==> src/rtl/serial_subtractor_pkg.sv <==
// Shared types and constants for the bit-serial subtractor.
package serial_sub_pkg;

   localparam int unsigned WIDTH_DEFAULT = 8;

   typedef enum logic [1:0] {
      IDLE  = 2'd0,
      SHIFT = 2'd1,
      DONE  = 2'd2
   } state_t;

   // Counter width: must hold 0..width without wrapping.
   function automatic int unsigned cnt_w(input int unsigned width);
      return $clog2(width + 1);
   endfunction

   // Full-subtractor truth tables, indexed by {a, b, bin}.
   localparam logic [7:0] FS_D_TRUTH    = 8'h96;
   localparam logic [7:0] FS_BOUT_TRUTH = 8'h8E;

endpackage

==> src/rtl/serial_subtractor_if.sv <==
// Handshake and operand/result bundle for the serial subtractor.
interface serial_subtractor_if #(
   parameter int unsigned WIDTH = 8
);
   logic             start;
   logic [WIDTH-1:0] a;
   logic [WIDTH-1:0] b;
   logic             busy;
   logic             done;
   logic [WIDTH-1:0] diff;
   logic             borrow;
   logic             zero;

   modport master (
      output start, a, b,
      input  busy, done, diff, borrow, zero
   );

   modport slave (
      input  start, a, b,
      output busy, done, diff, borrow, zero
   );
endinterface

==> src/rtl/serial_subtractor_full_sub_stage.sv <==
// Single-bit full subtractor built from primitive gates.
module full_sub_stage (
   input  logic a,
   input  logic b,
   input  logic bin,
   output logic d,
   output logic bout
);
   logic na;
   logic t_ab;
   logic t_abin;
   logic t_bbin;

   not g_na   (na, a);
   xor g_d    (d, a, b, bin);
   and g_ab   (t_ab, na, b);
   and g_abin (t_abin, na, bin);
   and g_bbin (t_bbin, b, bin);
   or  g_bout (bout, t_ab, t_abin, t_bbin);
endmodule

==> src/rtl/serial_subtractor.sv <==
// Bit-serial subtractor: diff = a - b, LSB first, one bit per clock.
module serial_subtractor
   import serial_sub_pkg::*;
#(
   parameter int unsigned WIDTH = WIDTH_DEFAULT
) (
   input logic                clk,
   input logic                rst,
   serial_subtractor_if.slave bus
);
   localparam int unsigned CNT_W = cnt_w(WIDTH);

   state_t             state;
   state_t             state_nxt;
   logic [WIDTH-1:0]   ra;
   logic [WIDTH-1:0]   ra_nxt;
   logic [WIDTH-1:0]   rb;
   logic [WIDTH-1:0]   rb_nxt;
   logic [WIDTH-1:0]   result;
   logic [WIDTH-1:0]   result_nxt;
   logic [WIDTH-1:0]   result_shift;
   logic [CNT_W-1:0]   cnt;
   logic [CNT_W-1:0]   cnt_nxt;
   logic               bin;
   logic               bin_nxt;
   logic               busy_ff;
   logic               busy_nxt;
   logic               done_ff;
   logic               done_nxt;
   logic [WIDTH-1:0]   diff_ff;
   logic [WIDTH-1:0]   diff_nxt;
   logic               borrow_ff;
   logic               borrow_nxt;
   logic               zero_ff;
   logic               zero_nxt;
   logic               stage_d;
   logic               stage_bout;

   full_sub_stage u_stage (
      .a    (ra[0]),
      .b    (rb[0]),
      .bin  (bin),
      .d    (stage_d),
      .bout (stage_bout)
   );

   // New difference bit enters at the MSB; a 1-bit result is just the bit.
   generate
      if (WIDTH == 1) begin : g_shift_w1
         assign result_shift = stage_d;
      end else begin : g_shift_wn
         assign result_shift = {stage_d, result[WIDTH-1:1]};
      end
   endgenerate

   // State and datapath registers; reset clears everything.
   always_ff @(posedge clk) begin
      if (rst) begin
         state     <= IDLE;
         ra        <= '0;
         rb        <= '0;
         result    <= '0;
         cnt       <= '0;
         bin       <= 1'b0;
         busy_ff   <= 1'b0;
         done_ff   <= 1'b0;
         diff_ff   <= '0;
         borrow_ff <= 1'b0;
         zero_ff   <= 1'b0;
      end else begin
         state     <= state_nxt;
         ra        <= ra_nxt;
         rb        <= rb_nxt;
         result    <= result_nxt;
         cnt       <= cnt_nxt;
         bin       <= bin_nxt;
         busy_ff   <= busy_nxt;
         done_ff   <= done_nxt;
         diff_ff   <= diff_nxt;
         borrow_ff <= borrow_nxt;
         zero_ff   <= zero_nxt;
      end
   end

   // Next-state and next-output logic; outputs are loaded on the last shift
   // so that done and the result appear together in the DONE cycle.
   always_comb begin
      state_nxt  = state;
      ra_nxt     = ra;
      rb_nxt     = rb;
      result_nxt = result;
      cnt_nxt    = cnt;
      bin_nxt    = bin;
      busy_nxt   = busy_ff;
      done_nxt   = 1'b0;
      diff_nxt   = diff_ff;
      borrow_nxt = borrow_ff;
      zero_nxt   = zero_ff;

      case (state)
         IDLE: begin
            if (bus.start) begin
               state_nxt = SHIFT;
               ra_nxt    = bus.a;
               rb_nxt    = bus.b;
               cnt_nxt   = '0;
               bin_nxt   = 1'b0;
               busy_nxt  = 1'b1;
            end
         end
         SHIFT: begin
            ra_nxt     = ra >> 1;
            rb_nxt     = rb >> 1;
            bin_nxt    = stage_bout;
            result_nxt = result_shift;
            cnt_nxt    = cnt + CNT_W'(1);
            if (cnt == CNT_W'(WIDTH - 1)) begin
               state_nxt  = DONE;
               busy_nxt   = 1'b0;
               done_nxt   = 1'b1;
               diff_nxt   = result_shift;
               borrow_nxt = stage_bout;
               zero_nxt   = (result_shift == '0);
            end
         end
         DONE: begin
            state_nxt = IDLE;
         end
         default: begin
            state_nxt = IDLE;
         end
      endcase
   end

   assign bus.busy   = busy_ff;
   assign bus.done   = done_ff;
   assign bus.diff   = diff_ff;
   assign bus.borrow = borrow_ff;
   assign bus.zero   = zero_ff;
endmodule

==> src/flat_wrapper.sv <==
// flat-port wrapper written by rule: the top's interface ports become plain ports
module serial_subtractor_flat import serial_sub_pkg::*;
#(
   parameter int unsigned WIDTH = WIDTH_DEFAULT
)
  (clk, rst, bus_start, bus_a, bus_b, bus_busy, bus_done, bus_diff, bus_borrow, bus_zero);
  serial_subtractor_if #(.WIDTH(WIDTH)) bus_i ();
  input logic clk;
  input logic rst;
  input wire logic [$bits(bus_i.start)-1:0] bus_start;
  input wire logic [$bits(bus_i.a)-1:0] bus_a;
  input wire logic [$bits(bus_i.b)-1:0] bus_b;
  output wire logic [$bits(bus_i.busy)-1:0] bus_busy;
  output wire logic [$bits(bus_i.done)-1:0] bus_done;
  output wire logic [$bits(bus_i.diff)-1:0] bus_diff;
  output wire logic [$bits(bus_i.borrow)-1:0] bus_borrow;
  output wire logic [$bits(bus_i.zero)-1:0] bus_zero;
  assign bus_i.start = bus_start;
  assign bus_i.a = bus_a;
  assign bus_i.b = bus_b;
  assign bus_busy = bus_i.busy;
  assign bus_done = bus_i.done;
  assign bus_diff = bus_i.diff;
  assign bus_borrow = bus_i.borrow;
  assign bus_zero = bus_i.zero;
  serial_subtractor #(.WIDTH(WIDTH)) u_core (.clk(clk), .rst(rst), .bus(bus_i));
endmodule
==> config.mk <==
export PLATFORM = sky130hd
export DESIGN_NAME = serial_subtractor_flat
export DESIGN_NICKNAME = d
export VERILOG_FILES = /design/src/rtl/serial_subtractor_pkg.sv /design/src/rtl/serial_subtractor_if.sv /design/src/rtl/serial_subtractor_full_sub_stage.sv /design/src/rtl/serial_subtractor.sv /design/src/flat_wrapper.sv
export SDC_FILE = /design/constraint.sdc
export NUM_CORES = 1
export LEC_CHECK = 0
export CORE_ASPECT_RATIO = 1.2
export CORE_MARGIN = 2
export CORE_UTILIZATION = 50
export CTS_CLUSTER_SIZE = 14
export DETAILED_ROUTE_END_ITERATION = 6
export PLACE_DENSITY_LB_ADDON = 0.08
export SETUP_SLACK_MARGIN = 0.15
export SLEW_MARGIN = 25
export SYNTH_ARGS = -nofsm -noshare
export SYNTH_HDL_FRONTEND = slang
export SYNTH_SLANG_ARGS = --single-unit
==> constraint.sdc <==
create_clock -name clk -period 2.5 [get_ports clk]
set_input_delay 0.375 -clock clk [delete_from_list [all_inputs] [get_ports clk]]
set_output_delay 0.375 -clock clk [all_outputs]
set_load 0.03 [all_outputs]
# Word level (Yosys, flattened, before mapping)
# Cells that the tools add are included.
dict set report totals {
  register_bits 43
  in_bits 19
  output_inout_bits 12
  word_cells 46
}
dict set report classes {
  add_sub_neg 1
  n_eq_ne 4
  mux 15
  bitwise 5
  n_reduce_logical 10
}
# operator n
set ops {}
lappend ops {{$pmux 8 s2} 2}
lappend ops {{$mux 8} 2}
lappend ops {{$logic_not 8->1} 1}
lappend ops {{$pmux 4 s2} 1}
lappend ops {{$reduce_and 2->1} 3}
lappend ops {{$add 4x1->4 const B} 1}
lappend ops {{$eq 4x3->1 const B} 1}
lappend ops {{$mux 1} 4}
lappend ops {{$mux 2} 2}
lappend ops {{$mux 4} 1}
lappend ops {{$pmux 1 s2} 2}
lappend ops {{$pmux 2 s2} 1}
lappend ops {{$and 1x1->1} 3}
lappend ops {{$reduce_and 3->1} 1}
lappend ops {{$reduce_or 3->1} 1}
lappend ops {{$reduce_xor 3->1} 1}
lappend ops {{$eq 2x1->1 const B} 1}
lappend ops {{$logic_not 2->1} 1}
lappend ops {{$ne 2x1->1 const B} 1}
lappend ops {{$ne 2x2->1 const B} 1}
lappend ops {{$not 1->1} 2}
lappend ops {{$reduce_bool 2->1} 1}
lappend ops {{$reduce_or 2->1} 1}

# Depth between registers and ports, before layout
# Gate-level depths: netlist (run 1).
dict set report depth {
  word_depth 4
  ltp_mapped 5
  mapped_depth_nobuf 5
}

# Modules after synthesis
# From an unflattened synthesis (run 1), not the netlist that was laid out.
dict set report unflattened {
  hier_cells 204
  hier_area_um2 1911.8
}
# mod n_inst cells_each area_each_um2
set modules_own_cells {}
lappend modules_own_cells {serial_subtractor 1 201 1884.3}
lappend modules_own_cells {full_sub_stage 1 3 27.5}

# Worst setup path before layout (run 1)
# OpenSTA, ideal clock, no wires.
dict set report synth_path {
  kind {register to register}
  from {register u_core.ra[0]}
  to {register u_core.zero_ff (netlist: u_core.bus.zero)}
  setup_time_ns 0.070
  t_arrival_ns 1.341
  path_slack_ns 1.089
  stages_incl_launch_ff 6
  n_path_buf 0
  period_less_slack_ns 1.411
  path_cell_list {dfxtp_1 inv_1 fa_1 nor4b_1 nand4_1 a21oi_1}
}
dict set report synth_between {
  elab_chain_cells 2
}
# item line
set synth_lines {}
lappend synth_lines {{from (decl)} serial_subtractor.sv:15} ;# logic [WIDTH-1:0] ra;
lappend synth_lines {{from (signal assigned)} serial_subtractor.sv:72} ;# ra <= ra_nxt;
lappend synth_lines {{$reduce_xor 3->1} serial_subtractor_full_sub_stage.sv:15} ;# xor g_d (d, a, b, bin);
lappend synth_lines {{$logic_not 8->1} serial_subtractor.sv:123} ;# zero_nxt = (result_shift == '0);
lappend synth_lines {{to (signal assigned)} serial_subtractor.sv:81} ;# zero_ff <= zero_nxt;
lappend synth_lines {{to (decl)} serial_subtractor.sv:34} ;# logic zero_ff;
# No other way between the ends.
# A chain may end at the register's enable or synchronous reset.

# Worst setup path after layout (run 1)
dict set report layout_path {
  from {register u_core.state[1]}
  to {register u_core.ra[1]}
}
dict set report layout_between {
  elab_chain_cells 3
  word_cells_on_any_way 6
}
# item line
set layout_lines {}
lappend layout_lines {{from (decl)} serial_subtractor.sv:13} ;# state_t state;
lappend layout_lines {{from (signal assigned)} serial_subtractor.sv:71} ;# state <= state_nxt;
lappend layout_lines {{$eq 2x1->1 or $logic_not 2->1 (tied branches)} serial_subtractor.sv:100} ;# case (state)
lappend layout_lines {{$reduce_bool 2->1 (no line) or $ne 2x2->1 (tied branches)} --}
lappend layout_lines {{$reduce_and 2->1 (no line)} --}
# Parallel ways exist; a longest one is shown, timed or not.

==> flow_metrics.tcl, run 1 <==
set metrics [dict create \
    cts_max_path_buffers 2 \
    fmax_mhz 572 \
    clock_skew_ns 0.00496 \
    grt_max_degree 43 \
    synth_area_per_cell_um2 8.74 \
    arrival_ns 1.94 \
    synth-main-ff-cell "dfxtp_1" \
    hold_viol 0 \
    synth_edf_count 0 \
    synth.top_cell.area_share_pct 46.9 \
    place_congestion 0.750 \
    ant_nets 0 \
    final_area_um2 2170 \
    coreArea_um2 3400 \
    row_count 23 \
    min_to "u_core.rb[5]" \
    async_reset_ff_share_pct 0 \
    finalWirelength_um 3800 \
    synth_cell_type_count 33 \
    top_usage_layer "met2" \
    p_leak_nw 0.795 \
    remaining_drc_errors 1 \
    dr.pass1.iters 6 \
    r2r_end "u_core.ra[1]" \
    post-route-period-util_pct 69.9 \
    seq_area_frac_synth_pct 46.9 \
    r2r-start "u_core.state[1]" \
    path_class "reg2reg" \
    grt_pass1_wl_um 6490 \
    slew_violations 0 \
    antenna_found_initial 0 \
    path_clk_slew_ns 0.08 \
    dieArea_um2 4080 \
    status "finished with violations" \
    routedWlPerCell_um 14.4 \
    initial_core_util_pct 52.8 \
    synth_warnings 0 \
    cts-root-buf "clkbuf_8" \
    p_total_mw 1.40 \
    postLayoutCoreUtil_pct 64.0 \
    path_cells "inv_1, a221oi_1" \
    die_h_um 69.6 \
    synth-seq-cells 42 \
    yosys-top-cells-area "dfxtp_1 47%, a22o_1 6.8%, a221oi_1 6.4%" \
    cp_max_fo 24 \
    worst_slew_pin_slew_ns 0.729 \
    grt.met1_usage_pct 23.8 \
    r2r_setup_slack_ns 0.75 \
    cts_made_buffers 5 \
    maxCapViolCount 0 \
    post_cts_resized 0 \
    r2r_cells 2 \
    netlist_area_um2 1790 \
    grtUsageTotal_pct 20.5 \
    vias_per_cell 5.80 \
    fin_setup_tns_ns 0 \
    overflow 0 \
    holdWs_ns 0.476 \
    crit_slowest_cell "dfxtp_1" \
    htreeDepth 2 \
    grt_use_met3_pct 5.22 \
    dp_hpwl_um 2530 \
    worstHoldStart "u_core.rb[5]" \
    fin_crit_ns 1.75 \
    synth_most_common_cell "dfxtp_1" \
    place_area_um2 2060 \
    met2_usage_pct 36.0 \
    area_growth_pct 21.3 \
    portBuffers 30 \
    min_path_type "reg2reg" \
    drive_above_1_share_pct 6.61 \
    cp.required_ns 2.69 \
    drtIter0Drc 88 \
    slew_headroom_pct 51.3 \
    worst_path_largest_cell_delay_ns 0.72 \
    rsz0062_at_grt "false" \
    synth_cells 205 \
    clk_latency_ns 0.29 \
    vias 1532 \
    first_global_vias 1470 \
    violations "design-rule violations" \
    critPathCaptureType "register" \
    setup_viol 0 \
    peakVddDrop_mv 0.434 \
    critPathLaunchType "register" \
    die_w_um 58.6 \
    ioPinCount 31 \
    cts_tree "done" \
    powerDensity_nw_per_um2 646 \
    min_path_cells 2 \
    yosysTopAreaCell "dfxtp_1" \
    nNetsFinal 247 \
    post-cts-setup-buffers 0 \
    antenna_cells 0 \
    ys_top_cells_by_count "42 x dfxtp_1, 23 x nor2_1, 17 x a21oi_1" \
    clock-sinks 42 \
    ctsHoldBuffers 0 \
    syn_nets 226 \
]
flip-flops by register name, summed over array words and instances (netlist names):
| signal | count |
|---|---|
| u_core.result | 7 |
| u_core.bus.borrow | 1 |
| u_core.rb | 8 |
| u_core.bus.zero | 1 |
| u_core.state | 2 |
| u_core.bus.busy | 1 |
| u_core.bin | 1 |
| u_core.ra | 8 |
| u_core.bus.done | 1 |
| u_core.bus.diff | 8 |
| u_core.cnt | 4 |
worst max-delay path by stage:
stage,startpoint,to,slack (ns),cells after the start
after floorplan,u_core.ra[0],u_core.bus.zero,1.09,5
after CTS,u_core.state[1],u_core.ra[1],0.78,2
after detailed placement,bus_start,u_core.ra[1],0.73,5
final,u_core.state[1],u_core.ra[1],0.75,2
after global routing,u_core.state[1],u_core.rb[5],0.61,2
after global placement,bus_start,u_core.rb[3],0.79,5
per-layer routing:
| metal | vias up | routed length (um) |
|---|---|---|
| li1 | 766 | - |
| met4 | 0 | 37 |
| met2 | 32 | 2040 |
| met1 | 728 | 1560 |
| met5 | - | 0 |
| met3 | 6 | 160 |
stage by stage:
step,worst slack [ns],cells
after floorplan,1.09,205
after global placement,0.793,256
after detailed placement,0.734,256
after CTS,0.779,264
after global routing,0.608,264
final,0.752,264
power breakdown:
| group | internal, mW | leakage [nW] | switching [mW] |
|---|---|---|---|
| clock | 0.297 | 0.0504 | 0.234 |
| sequential | 0.698 | 0.343 | 0.0127 |
| combinational | 0.0824 | 0.401 | 0.0814 |
| total | 1.08 | 0.795 | 0.328 |
cell type report:
cell class              instances  area (um^2)
well taps                      37         46.3
flip-flops and latches         42          841
clock inverters                 3         45.0
repair buffers                 34          330
multi-input cells             127          782
clock buffers                   5         68.8
fillers                       302         1220
inverters                      16         60.1
critical path: cells and delay by family (launching register included):
family,cells,cell delay (ns)
AOI/OAI and AO/OA,1,0.41
DFF,1,0.72
buffers and inverters,1,0.52
placed cells by master, fill, tap and decap left out, drive strengths merged, types with 2 or more instances in the layout:
master,n
a21oi,17
o21ai,9
inv,16
nor3,5
a221oi,13
clkbuf,5
a22o,14
dfxtp,42
nor2,23
clkinvlp,2
nand2,13
a211oi,3
a22oi,4
clkdlybuf4s50,30
buf,4
nand3,10
kinds of logic (layout without fill, tap and decap cells):
kind of cell               after synthesis  in the layout  synth area share, %
AOI/OAI and AO/OA                       64             64                 25.3
adders and majority gates                2              2                 1.82
buffers and inverters                   36             58                 9.43
DFF                                     42             42                 46.9
muxes                                    1              1                0.559
and+or+nand+nor                         60             60                 16.0
Power figures use the tool's default switching activity.
==> run 2, diff against run 1 <==
==> constraint.sdc (replaced) <==
create_clock -name clk -period 1.7 [get_ports clk]
set_input_delay 0.255 -clock clk [delete_from_list [all_inputs] [get_ports clk]]
set_output_delay 0.255 -clock clk [all_outputs]
set_load 0.03 [all_outputs]
==> flow_metrics.tcl, run 2 (synthesis results as in run 1) <==
set metrics [dict create \
    status "finished with violations" \
    violations "design-rule violations" \
    path_clk_slew_ns 0.08 \
    dp_hpwl_um 2630 \
    clk_latency_ns 0.29 \
    setup_viol 0 \
    fin_setup_tns_ns 0 \
    final_common_cell "dfxtp_1" \
    clock_skew_ns 0.00459 \
    overflow 0 \
    p_leak_nw 0.893 \
    mostFrequentLayoutCells "42 x dfxtp_1, 23 x nor2_1, 19 x clkdlybuf4s50_1, 17 x a21oi_1, 16 x inv_1" \
    pwr-share-clk_pct 33.3 \
    initial_core_util_pct 52.8 \
    remaining_drc_errors 1 \
    finalWirelength_um 3890 \
    cts-root-buf "clkbuf_8" \
    nNetsFinal 252 \
    cts_max_path_buffers 2 \
    cp.depth 1 \
    drtIter0Drc 123 \
    critPathLaunchType "register" \
    post-route-period-util_pct 88.9 \
    ctsHoldBuffers 0 \
    dieArea_um2 4080 \
    powerDensity_nw_per_um2 883 \
    fin_crit_ns 1.51 \
    place_congestion 0.730 \
    worst_slew_pin_slew_ns 0.323 \
    worst_path_largest_cell_delay_ns 0.66 \
    hold_viol 0 \
    combPwrFrac_pct 13.0 \
    fmax_mhz 662 \
    maxCapViolCount 0 \
    path_cells "clkdlybuf4s50_1" \
    die_w_um 58.6 \
    p_total_mw 1.95 \
    cts_tree "done" \
    first_global_vias 1499 \
    clock-sinks 42 \
    area_growth_pct 23.3 \
    slew_violations 0 \
    grt_max_degree 43 \
    critPathCaptureType "output port" \
    cts_made_buffers 5 \
    portBuffers 30 \
    peakVddDrop_mv 0.747 \
    die_h_um 69.6 \
    ioPinCount 31 \
    power_frac_seq_pct 53.7 \
    antenna_cells 0 \
    slew_headroom_pct 78.5 \
    vias 1574 \
    r2r_cells 5 \
    rsz0062_at_grt "false" \
    ant_nets 0 \
    vias_per_cell 5.85 \
    grtUsageTotal_pct 20.7 \
    grt_pass1_wl_um 6620 \
    final_area_um2 2210 \
    cp_max_fo 1 \
    antenna_found_initial 0 \
    arrival_ns 1.26 \
    row_count 23 \
    routedWlPerCell_um 14.4 \
    path_class "reg2out" \
    path_delay_family "buffers and inverters" \
    coreArea_um2 3400 \
    p_int_mw 1.49 \
    switching_share_pct 23.8 \
    place_area_um2 2110 \
    drive_above_1_share_pct 8.62 \
    min_path_cells 2 \
    p_switching_mw 0.465 \
    htreeDepth 2 \
    cp_num_buf_inv 1 \
    cp.required_ns 1.44 \
    crit_slowest_cell "clkdlybuf4s50_1" \
    min_path_type "reg2reg" \
    dr.pass1.iters 6 \
]
run 2: cell types whose count changed in the layout (fill, tap and decap cells not counted), sizes merged:
cell / previous run / this run
clkbuf: 5 / 7
bufinv: 1 / 0
clkinv: 0 / 1
buf: 4 / 9
dlygate4sd2: 0 / 10
dlymetal6s2s: 0 / 1
clkdlybuf4s50: 30 / 19
clkinvlp: 2 / 0
run 2: power by group through the flow:
stage | registers, mW | clock network (mW) | logic, mW
after floorplan | 1.07 | 0 | 0.172
after global placement | 1.07 | 0 | 0.246
after detailed placement | 1.07 | 0 | 0.252
after CTS | 1.05 | 0.668 | 0.253
after global routing | 1.05 | 0.716 | 0.282
final | 1.05 | 0.651 | 0.253
run 2: timing repair:
action / 4_1_cts / 5_1_grt
setup buffers: 0 / 1
setup endpoints to repair: 10 / 12
gates resized for setup: 10 / 2
run 2: final cells by class:
class / instances / area (um^2)
inverter: 16 / 60.1
timing repair buffer: 39 / 383
clock inverter: 1 / 5.00
fill: 307 / 1190
tap: 37 / 46.3
multi-input combinational: 127 / 788
sequential: 42 / 841
clock buffer: 7 / 86.3
run 2: worst paths after layout:
check	startpoint	to	slack, ns
setup / recovery	u_core.bus.done	bus_done	0.19
hold / removal	u_core.bus.diff[1]	u_core.bus.diff[1]	0.48
setup reg to reg	u_core.ra[0]	u_core.bus.zero	0.23
hold reg to reg	u_core.bus.diff[1]	u_core.bus.diff[1]	0.48
run 2: metal layers:
metal / routed length (um) / global-route usage, % / part of all wire [%]
met1: 1660 / 24.5 / 43
met2: 2000 / 34.3 / 51
met3: 157 / 5.97 / 4.0
met4: 71 / 8.33 / 1.8
met5: 0 / 0 / 0
run 2: per-stage QoR:
| stage | hold WS, ns | util [%] | instances | setup slack (ns) |
|---|---|---|---|---|
| final | 0.477 | 65.1 | 269 | 0.189 |
| after global placement | 0.463 | 62.3 | 260 | 0.208 |
| after CTS | 0.477 | 64.6 | 268 | 0.154 |
| after global routing | 0.495 | 65.1 | 269 | 0.158 |
| after detailed placement | 0.466 | 62.3 | 260 | 0.181 |
| after floorplan | 0.403 | - | 205 | 0.289 |
